## src/rtl/regfile_ctx_if.sv

```systemverilog
// regfile_ctx_if: register-file port plus save/restore word streams
interface regfile_ctx_if #(
  parameter int DATA_W = 32,
  parameter int ADDR_W = 5
);
  logic              reg_read;
  logic [ADDR_W-1:0] read_reg1;
  logic [ADDR_W-1:0] read_reg2;
  logic [DATA_W-1:0] read_data1;
  logic [DATA_W-1:0] read_data2;
  logic              reg_write;
  logic [ADDR_W-1:0] write_reg;
  logic [DATA_W-1:0] write_data;
  logic              out_valid;
  logic              out_ready;
  logic [DATA_W-1:0] out_data;
  logic              in_valid;
  logic              in_ready;
  logic [DATA_W-1:0] in_data;
  modport master (
    output reg_read, read_reg1, read_reg2, reg_write, write_reg, write_data,
           out_valid, out_data, in_ready,
    input  read_data1, read_data2, out_ready, in_valid, in_data
  );
  modport slave (
    input  reg_read, read_reg1, read_reg2, reg_write, write_reg, write_data,
           out_valid, out_data, in_ready,
    output read_data1, read_data2, out_ready, in_valid, in_data
  );
endinterface

```

## src/rtl/regfile_ctx_engine.sv

```systemverilog
// regfile_ctx_engine: saves/restores the whole register bank over valid/ready word streams
module regfile_ctx_engine #(
  parameter int NUM_REGS = 32,
  parameter int DATA_W   = 32,
  parameter int ADDR_W   = 5
) (
  input  logic          clk,
  input  logic          rst,
  input  logic          start,
  input  logic          mode,
  input  logic          abort,
  output logic          busy,
  output logic          done,
  regfile_ctx_if.master rf
);
  typedef enum logic [2:0] {IDLE, SAVE_RD, SAVE_OUT, RESTORE, DONE} state_t;
  localparam logic [ADDR_W:0] LAST_PAIR = (ADDR_W+1)'(NUM_REGS - 2);
  localparam logic [ADDR_W:0] LAST_REG  = (ADDR_W+1)'(NUM_REGS - 1);
  state_t            state, state_nx;
  logic [ADDR_W:0]   ptr, ptr_nx, ptr_inc1, ptr_inc2;
  logic [DATA_W-1:0] buf0, buf1;
  logic              sel, sel_nx;
  logic              out_hs, in_hs;
  assign ptr_inc1 = ptr + 1'b1;
  assign ptr_inc2 = ptr + 2'd2;
  always_ff @(posedge clk or posedge rst)
    if (rst) begin
      state <= IDLE;
      ptr   <= '0;
      sel   <= 1'b0;
      buf0  <= '0;
      buf1  <= '0;
    end else begin
      state <= state_nx;
      ptr   <= ptr_nx;
      sel   <= sel_nx;
      if (state == SAVE_RD && !abort) begin
        buf0 <= rf.read_data1;
        buf1 <= rf.read_data2;
      end
    end
  // abort masks every strobe so the cycle it lands in carries no handshake or write
  always_comb begin
    state_nx      = state;
    ptr_nx        = ptr;
    sel_nx        = sel;
    busy          = state != IDLE;
    done          = state == DONE && !abort;
    rf.reg_read   = state == SAVE_RD && !abort;
    rf.read_reg1  = state == SAVE_RD ? ptr[ADDR_W-1:0] : '0;
    rf.read_reg2  = state == SAVE_RD ? ptr_inc1[ADDR_W-1:0] : '0;
    rf.out_valid  = state == SAVE_OUT && !abort;
    rf.out_data   = state == SAVE_OUT ? (sel ? buf1 : buf0) : '0;
    rf.in_ready   = state == RESTORE && !abort;
    in_hs         = state == RESTORE && !abort && rf.in_valid;
    out_hs        = state == SAVE_OUT && !abort && rf.out_ready;
    rf.reg_write  = in_hs;
    rf.write_reg  = state == RESTORE ? ptr[ADDR_W-1:0] : '0;
    rf.write_data = state == RESTORE ? rf.in_data : '0;
    if (abort && busy)
      state_nx = IDLE;
    else
      case (state)
        IDLE: if (start) begin
          state_nx = mode ? RESTORE : SAVE_RD;
          ptr_nx   = '0;
        end
        SAVE_RD: begin
          state_nx = SAVE_OUT;
          sel_nx   = 1'b0;
        end
        SAVE_OUT: if (out_hs) begin
          sel_nx = 1'b1;
          if (sel) begin
            ptr_nx   = ptr_inc2;
            state_nx = ptr == LAST_PAIR ? DONE : SAVE_RD;
          end
        end
        RESTORE: if (in_hs) begin
          ptr_nx   = ptr_inc1;
          state_nx = ptr == LAST_REG ? DONE : RESTORE;
        end
        default: state_nx = IDLE;
      endcase
  end
endmodule
```

## src/flat_wrapper.sv

```systemverilog
// flat-port wrapper written by rule: the top's interface ports become plain ports
module regfile_ctx_engine_flat 
#(
  parameter int NUM_REGS = 32,
  parameter int DATA_W   = 32,
  parameter int ADDR_W   = 5
)
  (clk, rst, start, mode, abort, busy, done, rf_reg_read, rf_read_reg1, rf_read_reg2, rf_reg_write, rf_write_reg, rf_write_data, rf_out_valid, rf_out_data, rf_in_ready, rf_read_data1, rf_read_data2, rf_out_ready, rf_in_valid, rf_in_data);
  regfile_ctx_if #(.DATA_W(DATA_W), .ADDR_W(ADDR_W)) rf_i ();
  input  logic clk;
  input  logic rst;
  input  logic start;
  input  logic mode;
  input  logic abort;
  output logic busy;
  output logic done;
  output wire logic [$bits(rf_i.reg_read)-1:0] rf_reg_read;
  output wire logic [$bits(rf_i.read_reg1)-1:0] rf_read_reg1;
  output wire logic [$bits(rf_i.read_reg2)-1:0] rf_read_reg2;
  output wire logic [$bits(rf_i.reg_write)-1:0] rf_reg_write;
  output wire logic [$bits(rf_i.write_reg)-1:0] rf_write_reg;
  output wire logic [$bits(rf_i.write_data)-1:0] rf_write_data;
  output wire logic [$bits(rf_i.out_valid)-1:0] rf_out_valid;
  output wire logic [$bits(rf_i.out_data)-1:0] rf_out_data;
  output wire logic [$bits(rf_i.in_ready)-1:0] rf_in_ready;
  input wire logic [$bits(rf_i.read_data1)-1:0] rf_read_data1;
  input wire logic [$bits(rf_i.read_data2)-1:0] rf_read_data2;
  input wire logic [$bits(rf_i.out_ready)-1:0] rf_out_ready;
  input wire logic [$bits(rf_i.in_valid)-1:0] rf_in_valid;
  input wire logic [$bits(rf_i.in_data)-1:0] rf_in_data;
  assign rf_reg_read = rf_i.reg_read;
  assign rf_read_reg1 = rf_i.read_reg1;
  assign rf_read_reg2 = rf_i.read_reg2;
  assign rf_reg_write = rf_i.reg_write;
  assign rf_write_reg = rf_i.write_reg;
  assign rf_write_data = rf_i.write_data;
  assign rf_out_valid = rf_i.out_valid;
  assign rf_out_data = rf_i.out_data;
  assign rf_in_ready = rf_i.in_ready;
  assign rf_i.read_data1 = rf_read_data1;
  assign rf_i.read_data2 = rf_read_data2;
  assign rf_i.out_ready = rf_out_ready;
  assign rf_i.in_valid = rf_in_valid;
  assign rf_i.in_data = rf_in_data;
  regfile_ctx_engine #(.NUM_REGS(NUM_REGS), .DATA_W(DATA_W), .ADDR_W(ADDR_W)) u_core (.clk(clk), .rst(rst), .start(start), .mode(mode), .abort(abort), .busy(busy), .done(done), .rf(rf_i));
endmodule
```

## config.mk

```make
export PLATFORM = sky130hd
export DESIGN_NAME = regfile_ctx_engine_flat
export DESIGN_NICKNAME = d
export VERILOG_FILES = /design/src/rtl/regfile_ctx_if.sv /design/src/rtl/regfile_ctx_engine.sv /design/src/flat_wrapper.sv
export SDC_FILE = /design/constraint.sdc
export NUM_CORES = 1
export LEC_CHECK = 0
export BUFFER_PORTS_ARGS = -buffer_cell sky130_fd_sc_hd__buf_2
export CORE_ASPECT_RATIO = 1.75
export CORE_MARGIN = 2
export CORE_UTILIZATION = 48
export DETAILED_ROUTE_END_ITERATION = 12
export PLACE_DENSITY = 0.85
export SETUP_SLACK_MARGIN = 0.1
export SLEW_MARGIN = 20
export SYNTH_ARGS = -nofsm -noshare
export SYNTH_HDL_FRONTEND = slang
export SYNTH_SLANG_ARGS = --single-unit
```

## constraint.sdc

```tcl
create_clock -name clk -period 2.9 [get_ports clk]
set_clock_uncertainty 0.05 [all_clocks]
set_input_delay 0.145 -clock clk [delete_from_list [all_inputs] [get_ports clk]]
set_output_delay 0.145 -clock clk [all_outputs]
set_load 0.1 [all_outputs]
```

==> impl_metrics.csv, run 1 <==
group,metric,value,unit
routing,drtIter0Drc,233,
worst_setup_path,crit_end,"rf_out_data[30]",
global_route,met2_usage,0.488,
floorplanning,rows,45,
job,max_cap_viol_count,0,
worst_setup_path,slowest_delay,0.55,ns
global_route,grt_pass1_vias,3987,
layout,drive_above_1_share,0.474,
floorplanning,die_x,75.2,microns
global_route,grt_util_all_layers,0.281,
synth,synth_xor_xnor_area_share,0.00412,
synth,synth_edf_count,0,
clock_network,path_clk_slew,0.06,ns
clock_network,post_cts.repair.setup_buffers,0,
synth,synthAdderAreaFrac,0.00882,
layout,syn2layout_area_growth,55.6,%
floorplanning,core,8670,sq um
floorplanning,initial_core_util,0.491,
synth,synth.yosys.seq_area_share,0.435,
synth,synth_simple_gate_area_share,0.158,
synth,syn_area_per_cell,11.8,sq um
global_route,grt_overflow_total,0,
routing,dr.pass1.iters,4,
worst_setup_path,worstPathRequired,2.71,ns
routing,ant_nets,0,
floorplanning,io_pins,188,
pwr,clkPwrFrac,0.133,
routing,vias_per_cell,5.35,
pwr,switching_share,0.519,
pwr,net-switching-power,0.00475,W
clock_network,cts_root_buffer,"clkbuf_16",
clock_network,numClockSinks,74,
routing,dr_total_vias,3854,
sta,slew_headroom,0.454,
worst_setup_path,startpoint,"u_core.state[1]",
pwr,intPower,0.00441,W
layout,fin_cells,721,
sta,min_period,2.42,ns
pwr,power.density,1380,nW/um^2
worst_setup_path,cp.depth,5,
synth,synthMuxAreaShare,0.293,
worst_setup_path,critical_path.reg2reg.startpoint,"u_core.state[0]",
worst_setup_path,cp-start-kind,"flip-flop",
synth,ys_seq_elements,74,
sta,hold_viol_final,0,
routing,routed_wl,13500,microns
pwr,power.total,0.00916,W
worst_setup_path,r2r-end,"u_core.buf0[20]",
pwr,ir_worst_vdd,0.782,mV
sta,finalSetupViolations,0,
routing,route.detailed.drc,0,
layout,antenna_cells,0,
worst_setup_path,rrSetupSlack,0.78,ns
worst_setup_path,path_cells,"and2b_2 > nand2b_1 > buf_4 > nor2_1 > buf_12",
synth,syn_area,4260,sq um
synth,yosys_warnings,0,
sta,timing.final.crit_share,0.835,
placed_design,gp_congestion,0.821,
synth,synth-compound-area-share,0.0394,
synth,synthArstFlopShare,1.00,
pwr,power.leakage,3.44,nW
global_route,grt_busiest_layer,"met2",
status,status,"complete, no violations",
clock_network,cts_tree,"done",
sta,finalSetupTns,0,ns
global_route,grt_pass1_wl,20100,microns
global_route,use_met3,0.0603,
clock_network,insertion_delay,0.33,ns
pwr,p_comb_frac,0.660,
synth,yosys.cell_types.count,42,
global_route,grt_start_max_net_pins,40,
worst_setup_path,path_buf_inv,2,
placed_design,hpwl,8620,microns
pwr,pwr-share-seq,0.208,
routing,wl_per_cell,18.7,microns
layout,fillers,563,
worst_setup_path,slowest_stage,"dfrtp_1",
synth,synth_top_family_by_area,"multiplexers",
worst_setup_path,crit_family,"simple AND/OR/NAND/NOR gates",
synth,synth_nets,468,
sta,final_max_slew_viol_count,0,
clock_network,ctsLongestPathBuffers,2,
sta,max_freq,0.413,GHz
placed_design,placed_cells,646,
sta,rsz0062_at_grt,"no",
synth,syn-instance-count,362,
global_route,antenna_found_initial,0,
worst_setup_path,worstRegToRegCells,6,
floorplanning,die-area,9660,sq um
clock_network,htreeDepth,3,
worst_setup_path,cp_max_fo,36,
global_route,use_met1,0.295,
sta,worstMarginPinSlew,0.817,ns
synth,synthFlopType,"dfrtp_1",
layout,finalNetCount,705,
floorplanning,die_y,129,microns
placed_design,io_buffer_count,187,
worst_hold_path,worstHoldPathType,"input pin to flip-flop",
worst_setup_path,arrival,2.23,ns
clock_network,numCtsBuffers,9,
worst_setup_path,cp-end-kind,"output pin",
worst_setup_path,critPathKind,"flip-flop to output pin",
cells by family after synthesis:
kind of cell	count (synthesis)
simple gates	125
xor+xnor	2
buf+inv	35
fa+ha+maj	3
compound gates	25
flops	74
mux	98
placed cells by master, fill, tap and decap left out, drive strengths merged, types with 4 or more instances in the layout:
master and count:
inv 8, nor2b 5, buf 196, mux2i 33
nand2b 8, mux2 65, nor2 52, a31oi 7
a21oi 6, dfrtp 74, o21ai 4, dlygate4sd3 59
and3 35, nand2 7, clkbuf 9
area by class of cell:
| cell class | instances | area, sq um | area share |
|---|---|---|---|
| clock buffer | 9 | 225 | 0.0340 |
| clock inverter | 7 | 98.8 | 0.0149 |
| inverter | 6 | 22.5 | 0.00340 |
| multi-input combinational | 253 | 2150 | 0.324 |
| sequential | 74 | 1850 | 0.280 |
| tap | 117 | 146 | 0.0221 |
| timing repair buffer | 255 | 2130 | 0.322 |
worst register-to-register path: stages, from the launching register on:
cell and delay, ns:
dfrtp_1 0.32, buf_4 0.24, nor2b_4 0.22, nand2b_2 0.21, nor2_8 0.16, buf_4 0.40, mux2_2 0.40
worst min-delay path by stage:
stage | start | to | slack (ns) | depth (start not counted)
2_1_floorplan | rf_in_valid | u_core.state[0] | 0.19 | 1
3_5_place_dp | rst | u_core.buf0[0] | 0.30 | 2
6_report | rf_read_data1[13] | u_core.buf0[13] | 0.003 | 2
5_1_grt | rf_read_data1[16] | u_core.buf0[16] | 0.004 | 2
3_3_place_gp | rst | u_core.buf1[0] | 0.28 | 2
4_1_cts | rf_read_data1[13] | u_core.buf0[13] | 0.001 | 2
routing by layer:
metal | wire (microns) | vias up
met3 | 917 | 54
met2 | 7110 | 221
met4 | 835 | 0
li1 | - | 1741
met1 | 4610 | 1838
met5 | 0 | -
sequential cells by signal (all words and copies together) (netlist names):
signal / cells
u_core.state: 3
u_core.buf0: 32
u_core.sel: 1
u_core.ptr: 6
u_core.buf1: 32
timing repair:
| action | 4_1_cts | 5_1_grt |
|---|---|---|
| hold buffers | 59 | 0 |
| endpoints found under the setup margin | 0 | 30 |
| hold endpoints to repair | 96 | 0 |
| gates resized for setup | 0 | 1 |
through the flow:
step	cell area (sq um)	hold slack (ns)	worst slack, ns	utilization
after floorplan	4260	0.193	0.345	-
after global placement	5710	0.284	0.734	0.658
after detailed placement	5710	0.299	0.614	0.658
after CTS	6620	0.00149	0.244	0.763
after global routing	6620	0.00372	0.347	0.764
final	6620	0.00338	0.479	0.764
power groups by stage:
stage	sequential (W)	clock, W	combinational (W)
2_1_floorplan	0.00175	0	0.00457
3_3_place_gp	0.00184	0	0.00582
3_5_place_dp	0.00188	0	0.00592
4_1_cts	0.00188	0.00123	0.00601
5_1_grt	0.00196	0.00127	0.00628
6_report	0.00190	0.00121	0.00604
synthesized netlist by cell type, types with 2 or more instances:
cell type  count  area, sq um
buf_12         6          120
o21ai_0        4         20.0
a31oi_1        7         43.8
buf_2          9         45.0
buf_4          2         15.0
and2_1         3         18.8
nor3_1         3         15.0
nor2b_1        4         25.0
nand2_1        7         26.3
nand2b_1       7         43.8
xor2_1         2         17.5
and4_1         2         17.5
buf_6          2         22.5
mux2_2        16          180
clkbuf_1       8         30.0
a21oi_1        6         30.0
nand4_1        2         12.5
mux2i_1       33          330
ha_1           3         37.5
mux2_4        49          736
and3_1        35          219
dfrtp_1       74         1850
nor2_1        51          191
nand3b_1       3         22.5
inv_1          6         22.5
a211oi_2       2         25.0
(Power assumes the default switching activity.)
==> run 2: changes to the inputs <==
--- a/config.mk
+++ b/config.mk
@@ -8,9 +8,9 @@
 export BUFFER_PORTS_ARGS = -buffer_cell sky130_fd_sc_hd__buf_2
 export CORE_ASPECT_RATIO = 1.75
 export CORE_MARGIN = 2
-export CORE_UTILIZATION = 48
+export CORE_UTILIZATION = 43
 export DETAILED_ROUTE_END_ITERATION = 12
-export PLACE_DENSITY = 0.85
+export PLACE_DENSITY = 0.81
 export SETUP_SLACK_MARGIN = 0.1
 export SLEW_MARGIN = 20
 export SYNTH_ARGS = -nofsm -noshare
==> constraint.sdc (replaced) <==
create_clock -name clk -period 2.09 [get_ports clk]
set_clock_uncertainty 0.05 [all_clocks]
set_input_delay 0.1045 -clock clk [delete_from_list [all_inputs] [get_ports clk]]
set_output_delay 0.1045 -clock clk [all_outputs]
set_load 0.1 [all_outputs]
==> run 2 against run 1 <==
  * Via count is 4.4% higher
  * Combinational power up 67%
  * Largest power group unchanged
  * Final area grew 19%
==> impl_metrics.csv, run 2 (synthesis results as in run 1) <==
group,metric,value,unit
placed_design,placed_cell_area,6820,sq um
pwr,ir_worst_vdd,1.29,mV
global_route,antenna_found_initial,1,
pwr,power.density,1810,nW/um^2
worst_hold_path,worstHoldPathType,"input pin to flip-flop",
pwr,intPower,0.00691,W
global_route,grt_overflow_total,0,
sta,min_period,2.01,ns
worst_setup_path,critical_path.reg2reg.startpoint,"u_core.state[1]",
placed_design,hpwl,10100,microns
sta,timing.final.crit_share,0.960,
worst_setup_path,arrival,1.85,ns
floorplanning,die-area,10700,sq um
clock_network,cts_root_buffer,"clkbuf_16",
sta,hold_ws,0.0673,ns
pwr,clkPwrFrac,0.098,
routing,route.detailed.drc,0,
sta,final_max_slew_viol_count,0,
clock_network,numClockSinks,74,
worst_setup_path,r2r-end,"u_core.buf0[19]",
routing,dr_total_vias,4024,
sta,rsz0062_at_grt,"no",
sta,finalSetupViolations,0,
pwr,pwr-share-seq,0.190,
routing,routed_wl,15800,microns
floorplanning,die_y,136,microns
clock_network,numCtsBuffers,9,
floorplanning,initial_core_util,0.437,
layout,syn2layout_area_growth,84.6,%
routing,ant_nets,0,
clock_network,cts_tree,"done",
worst_setup_path,slowest_delay,0.46,ns
job,max_cap_viol_count,0,
layout,stdcell_area,7860,sq um
floorplanning,core,9730,sq um
sta,max_freq,0.498,GHz
floorplanning,io_pins,188,
placed_design,io_buffer_count,187,
global_route,grt_pass1_vias,4425,
sta,finalSetupTns,0,ns
clock_network,ctsLongestPathBuffers,2,
worst_setup_path,path_buf_inv,2,
pwr,p_comb_frac,0.712,
routing,wl_per_cell,21.2,microns
worst_hold_path,hold_end,"u_core.sel",
pwr,net-switching-power,0.00732,W
status,status,"complete, no violations",
sta,worstMarginPinSlew,0.494,ns
placed_design,gp_congestion,0.870,
worst_setup_path,rrSetupSlack,0.33,ns
global_route,grt_start_max_net_pins,75,
routing,dr.pass1.iters,5,
worst_setup_path,cp-start-kind,"flip-flop",
clock_network,path_clk_slew,0.06,ns
pwr,power.leakage,3.65,nW
clock_network,htreeDepth,3,
worst_setup_path,cp-end-kind,"output pin",
floorplanning,rows,48,
layout,final_common_cell,"buf_2",
worst_hold_path,holdPathStages,3,
layout,finalNetCount,723,
layout,top_regs,"u_core.buf0: 32 flops, u_core.buf1: 32 flops, u_core.ptr: 6 flops",
worst_setup_path,path_cells,"buf_4 > nor2_1 > and3_1 > buf_2",
worst_setup_path,worstRegToRegCells,5,
worst_setup_path,critPathKind,"flip-flop to output pin",
global_route,grt_util_all_layers,0.296,
floorplanning,die_x,79.2,microns
routing,vias_per_cell,5.39,
worst_setup_path,crit_family,"buffers and inverters",
global_route,grt_pass1_wl,24000,microns
worst_setup_path,cp_max_fo,13,
layout,final_cell_mix,"buf_2 (103), buf_12 (87), dfrtp_1 (69)",
worst_setup_path,worstPathRequired,1.94,ns
worst_hold_path,hold_path.startpoint,"rf_out_ready",
placed_design,placed_cells,657,
layout,fillers,517,
pwr,switching_share,0.515,
worst_setup_path,slowest_stage,"dfrtp_2",
layout,drive_above_1_share,0.599,
clock_network,insertion_delay,0.33,ns
sta,slew_headroom,0.673,
routing,drtIter0Drc,333,
sta,hold_viol_final,0,
layout,fin_cells,747,
[run 2: stage by stage]
step           total power (W)  worst slack, ns   util
5_1_grt                 0.0147           0.0380  0.807
6_report                0.0142           0.0832  0.807
2_1_floorplan          0.00938           -0.254      -
3_5_place_dp            0.0124            0.308  0.701
3_3_place_gp            0.0121            0.373  0.701
4_1_cts                 0.0140           0.0908  0.798
[run 2: what timing repair did]
item / in CTS / in global routing
gates resized for setup: 6 / 6
hold buffers: 66 / 0
buffers inserted: 1 / 6
hold endpoints to repair: 139 / 0
pin swaps: 0 / 0
cloned: 0 / 1
setup endpoints to repair: 64 / 67
[run 2: how the worst max path moves through the flow]
stage               startpoint          endpoint  slack (ns)  cells after the start
6_report       u_core.state[0]              done        0.08                      4
5_1_grt        u_core.state[0]              done        0.04                      4
4_1_cts        u_core.state[2]  rf_write_data[7]        0.09                      4
3_5_place_dp   u_core.state[0]   u_core.buf0[19]        0.31                      5
3_3_place_gp   u_core.state[1]   u_core.buf0[17]        0.37                      5
2_1_floorplan  u_core.state[1]    rf_out_data[0]       -0.25                      5
[run 2: tightest hold or removal path, cell delays in order]
cell and delay, ns:
buf_2 0.11, a21oi_1 0.07, o21ai_0 0.13
[run 2: area by class of cell]
cell class	count	area, sq um	area share
flip-flops and latches	74	1860	0.237
clock inverters	4	30.0	0.00382
repair buffers	273	3090	0.394
multi-input cells	253	2460	0.313
well taps	125	156	0.0199
inverters	6	26.3	0.00334
clock buffers	11	233	0.0296
diodes	1	2.50	0.000319
[run 2: per-layer routing]
metal	up-vias	GRT usage	wire length [microns]
met5	-	0	0
met4	0	0.170	762
met3	47	0.0760	963
met2	203	0.551	8900
met1	1998	0.287	5180
li1	1776	-	-
[run 2: power groups by stage]
stage | clock [W] | sequential, W | combinational [W]
floorplan | 0 | 0.00243 | 0.00695
global placement | 0 | 0.00257 | 0.00952
detailed placement | 0 | 0.00264 | 0.00974
CTS | 0.00141 | 0.00264 | 0.00990
global route | 0.00147 | 0.00278 | 0.0105
finish | 0.00139 | 0.00270 | 0.0101
